`config.mk`:
```
export PLATFORM = sky130hd
export DESIGN_NAME = sample_iter
export DESIGN_NICKNAME = d
export VERILOG_FILES = /design/src/rtl/sample_iter.sv
export SDC_FILE = /design/constraint.sdc
export NUM_CORES = 1
export LEC_CHECK = 0
export BUFFER_PORTS_ARGS = -buffer_cell sky130_fd_sc_hd__buf_4
export CORE_AREA = 10 10 278 280
export DETAILED_ROUTE_END_ITERATION = 10
export DIE_AREA = 0 0 288 290
export PLACE_DENSITY = 0.72
export SYNTH_ARGS = -nofsm -noshare
export SYNTH_HDL_FRONTEND = slang
export SYNTH_SLANG_ARGS = --single-unit
```
`constraint.sdc`:
```
create_clock -name clk -period 3.9 [get_ports clk]
set_clock_uncertainty 0.15 [all_clocks]
set_input_delay 0.78 -clock clk [delete_from_list [all_inputs] [get_ports clk]]
set_output_delay 0.78 -clock clk [all_outputs]
set_load 0.01 [all_outputs]
```
`src/rtl/sample_iter.sv`:
```
// Raster sample iterator: walks a triangle's bounding box at a chosen sample density.
// Optional SAMPLE_ITER_STATS_EN adds count_o, a saturating emitted-sample counter.
module sample_iter #(
  parameter int SIGFIG     = 24,
  parameter int RADIX      = 10,
  parameter int VERTS      = 3,
  parameter int AXIS       = 3,
  parameter int COLORS     = 3,
  parameter int PIPES_ITER = 1
) (
  input  logic                            clk,
  input  logic                            rst,
  input  logic [VERTS*AXIS*SIGFIG-1:0]    tri_i,
  input  logic [COLORS*SIGFIG-1:0]        color_i,
  input  logic [4*SIGFIG-1:0]             box_i,
  input  logic                            valid_i,
  output logic                            halt_o,
  input  logic [3:0]                      sub_sample_i,
  input  logic                            stall_i,
  output logic [VERTS*AXIS*SIGFIG-1:0]    tri_o,
  output logic [COLORS*SIGFIG-1:0]        color_o,
  output logic [2*SIGFIG-1:0]             sample_o,
  output logic                            valid_o
`ifdef SAMPLE_ITER_STATS_EN
  ,
  output logic [31:0]                     count_o
`endif
);

  localparam int TW = VERTS*AXIS*SIGFIG;
  localparam int CW = COLORS*SIGFIG;
  localparam int BW = 1 + TW + CW + 2*SIGFIG;

  localparam logic [0:0] WAIT = 1'b0;
  localparam logic [0:0] TEST = 1'b1;

  logic [0:0]               state;
  logic [TW-1:0]            tri_r;
  logic [CW-1:0]            color_r;
  logic signed [SIGFIG-1:0] ll_x, ll_y, ur_x, ur_y;
  logic signed [SIGFIG-1:0] x, y;
  logic signed [SIGFIG-1:0] step, step_in;
  logic                     empty;
  logic                     cur_valid;
  logic [BW-1:0]            cur, out;

  assign empty     = (ll_x > ur_x) || (ll_y > ur_y);
  assign cur_valid = (state == TEST) && !empty;
  assign halt_o    = (state == WAIT);

  always_comb begin
    step_in = SIGFIG'(1) << RADIX;
    unique case (1'b1)
      sub_sample_i[3]: step_in = SIGFIG'(1) << RADIX;
      sub_sample_i[2]: step_in = SIGFIG'(1) << (RADIX - 1);
      sub_sample_i[1]: step_in = SIGFIG'(1) << (RADIX - 2);
      sub_sample_i[0]: step_in = SIGFIG'(1) << (RADIX - 3);
      default:         step_in = SIGFIG'(1) << RADIX;
    endcase
  end

  always_ff @(posedge clk or negedge rst) begin
    if (!rst) begin
      state   <= WAIT;
      tri_r   <= '0;
      color_r <= '0;
      ll_x    <= '0;
      ll_y    <= '0;
      ur_x    <= '0;
      ur_y    <= '0;
      x       <= '0;
      y       <= '0;
      step    <= '0;
    end else if (!stall_i) begin
      unique case (state)
        WAIT: begin
          if (valid_i) begin
            tri_r   <= tri_i;
            color_r <= color_i;
            ll_x    <= box_i[SIGFIG-1:0];
            ll_y    <= box_i[2*SIGFIG-1:SIGFIG];
            ur_x    <= box_i[3*SIGFIG-1:2*SIGFIG];
            ur_y    <= box_i[4*SIGFIG-1:3*SIGFIG];
            x       <= box_i[SIGFIG-1:0];
            y       <= box_i[2*SIGFIG-1:SIGFIG];
            step    <= step_in;
            state   <= TEST;
          end
        end
        TEST: begin
          if (empty) begin
            state <= WAIT;
          end else if (x < ur_x) begin
            x <= x + step;
          end else if (y < ur_y) begin
            x <= ll_x;
            y <= y + step;
          end else begin
            state <= WAIT;
          end
        end
      endcase
    end
  end

  assign cur = {cur_valid, tri_r, color_r, y, x};

  generate
    if (PIPES_ITER == 0) begin : g_comb
      assign out = cur;
    end else begin : g_pipe
      logic [BW-1:0] stg [PIPES_ITER];
      always_ff @(posedge clk or negedge rst) begin
        if (!rst) begin
          for (int i = 0; i < PIPES_ITER; i++) stg[i] <= '0;
        end else if (!stall_i) begin
          stg[0] <= cur;
          for (int i = 1; i < PIPES_ITER; i++) stg[i] <= stg[i-1];
        end
      end
      assign out = stg[PIPES_ITER-1];
    end
  endgenerate

  assign {valid_o, tri_o, color_o, sample_o} = out;

`ifdef SAMPLE_ITER_STATS_EN
  // A held sample under stall is counted once, when it is released.
  always_ff @(posedge clk or negedge rst) begin
    if (!rst) begin
      count_o <= '0;
    end else if (!stall_i && valid_o && (count_o != '1)) begin
      count_o <= count_o + 32'd1;
    end
  end
`endif

endmodule

```
==> run metrics <==
status finished, final reports clean; Syn Inst Count 2951; P_leak 21.3 nW; Max-slew headroom 0.325; DRC viols 0; Switch Pwr 11.6 mW; crit-path max FO 12; simple-gate share of the synthesized area 0.152; Final min period about 3600 ps; Pint between 20 and 25 mW; Worst setup EP type flop; clock power share 0.241; Yosys top cell by area dfrtp_1; htree depth 3; Syn Area/Cell 10.9 µm²; via/cell ratio around 5.0; Die Span X 288 µm; drt pass-1 iters 6; post-synth cell types 63; count leader, synth nand2_1; mux cell area share after synthesis 0.129; xor-xnor portion of the synthesized cell area 0.00465; Hold Vio Cnt, Final 0; main flop type after synthesis dfrtp_1; Ports 730; final max-slew violation count 0; TNS Setup 0 ps; YS warnings 0; slew at the pin closest to its max-slew limit 1010 ps; Comb pwr share 0.354; final number of setup-violating endpoints 0; vias in the first global route 24800; Sink Count 774; Reg power frac 0.404; # port buffers between 700 and 800; clk slew on worst S/H paths 60 ps; WS Path Type reg2reg; most instantiated cells after synthesis nand2_1, dfrtp_1, mux2_2; Netlist Area Pre-Place 0.0320 mm²; Max Freq 275 MHz; TritonCTS Buffers 82; Synth Area in Compound Gates 0.0417; worst-skew pair later-pin latency 630 ps; Detailed Place HPWL 71500 µm; Critical Path AT slightly below 4000 ps; unrepaired setup endpoints after global routing no; CTS tree done; Tot GR Track Use 0.230; # rows 98; startpoint types flop; footprint of the multi-input gates 0.0119 mm²; period utilization 0.934; Final #Nets 4173; largest family of logic cells by synthesized area simple AND/OR/NAND/NOR gates; Max VDD drop 520 µV; sw frac 0.345; Post-DP Area 0.0388 mm²; detailed-route via count ~24000; die height 290 µm; Worst Hold Class in2async; pre-CTS WS ~260 ps; max_cap viols 0; Remaining Overflow, GRT 0; final weighted congestion in routability-driven placement 0.865; first-pass GRT wire length 149000 µm; DR iter-0 viols 1527; sequential share of the synthesized area 0.604; Post CTS Setup Buffer Count 0; Final ANT Viol Nets 0; core area 0.0714 mm²; top cell type's share of synthesized area 0.604; post-route cell area 0.0417 mm²; cell area power density 804 mW/mm²; initial antenna violation count 16; fraction of layout cells with a size suffix above 1 0.339; fraction of registers with async set or reset after synthesis 1.00; fill count 5992; Post-synth EDFFs 0; Adder-Cell Fraction of Synth Area 0.0411; clock root cell clkbuf_16; Final WS setup ~260 ps; largest net degree at the start of global routing 149; clock tree buffer depth 3; Yosys reg bits 774; hold buffers post-CTS 0; FF+latch area 0.0194 mm²; WL final 97800 µm; area of the die 0.0835 mm²; Fin Hold WS 10.7 ps; Area Overhead vs Synth 30.0%; Mapped Nets 3447; Avg WL per Cell between 20 and 25 µm; Initial Util 0.449; Synth area leaders dfrtp_1, nand2_1, mux2_2, ha_1, clkbuf_1; cts repair resizes 0; Worst EP required 4240 ps
[worst paths after layout]
path	from	to	slack [ps]	cells past startpoint
setup / recovery	x[23]	y[11]	260	10
hold / removal	rst	ll_x[18]	10	1
setup reg to reg	x[23]	y[11]	260	10
hold reg to reg	tri_r[110]	tri_r[110]	320	2
max in group asynchronous	rst	g_pipe.stg[268]	2510	2
min in group clk	tri_i[22]	tri_r[22]	180	3
[layer usage]
metal | wire length, µm | vias up | global-route usage
met5 | 36 | - | 0
met1 | 37200 | 11600 | 0.267
met4 | 3660 | 6 | 0.0960
met3 | 8240 | 187 | 0.0745
met2 | 48700 | 711 | 0.385
li1 | - | 11200 | -
[power groups by stage]
stage / Clock [mW] / Combinational [mW] / Sequential (mW)
6_report: 8.08 / 11.9 / 13.5
5_1_grt: 8.57 / 13.1 / 14.0
4_1_cts: 8.27 / 12.0 / 13.5
3_5_place_dp: 0 / 11.9 / 13.6
3_3_place_gp: 0 / 11.7 / 13.5
2_1_floorplan: 0 / 5.85 / 13.9
[flip-flops by register name (all words and copies together) (netlist names)]
register / cells
g_pipe.stg: 337
ur_x: 24
ll_x: 24
state: 1
y: 24
color_r: 72
ll_y: 24
x: 24
step: 4
tri_r: 216
ur_y: 24
[worst max-delay path, cell delays in order, from the launching register on]
cell and delay, ps:
dfrtp_1 420, ha_1 370, nand4_1 170, or4_1 550, o31ai_1 260, buf_4 170, mux2i_4 80, nand2b_4 170
a22oi_2 730, buf_4 310, o211ai_1 100
[stage by stage]
| step | total power, mW | cells | utilization |
|---|---|---|---|
| final | 33.5 | 4707 | 0.584 |
| after global routing | 35.7 | 4706 | 0.584 |
| after CTS | 33.8 | 4694 | 0.583 |
| after detailed placement | 25.6 | 4543 | 0.544 |
| after global placement | 25.2 | 4543 | 0.544 |
| after floorplan | 19.7 | 2951 | - |
[placed cells by master (no fill, tap or decap), types with 5 or more instances in the layout]
cell type	instances
ha_1	102
inv_1	76
mux2_1	10
diode_2	13
xor2_1	5
o21ai_1	6
clkbuf_1	17
o2bb2ai_1	7
mux2_4	9
o31ai_1	5
nand3_1	22
bufinv_16	6
buf_4	768
o21ai_0	93
clkbuf_8	23
a21oi_1	52
dfrtp_1	774
xnor2_1	12
nand4_1	21
nand2_1	1137
clkinv_2	11
mux2i_1	14
nor2b_1	6
buf_12	15
nor3_1	6
or4_1	5
clkbuf_16	82
a31oi_1	6
o221ai_1	5
a41oi_1	5
nor2_1	29
o211ai_1	6
and3_1	5
mux2_2	333
a21o_1	8
[cells by family after synthesis]
group / Yosys count
buffers and inverters: 220
AND/OR/NAND/NOR: 1249
XOR/XNOR: 17
AO/OA/AOI/OAI: 220
multiplexers: 367
adder cells (fa/ha/maj): 104
flip-flops: 774
[area by class of cell]
class,instances,area share
well taps,950,0.0285
flip-flops and latches,774,0.465
inverters,77,0.00694
repair buffers,785,0.146
multi-input cells,1957,0.285
diodes,13,0.000781
clock inverters,29,0.00949
clock buffers,122,0.0584
(Power assumes the default switching activity.)
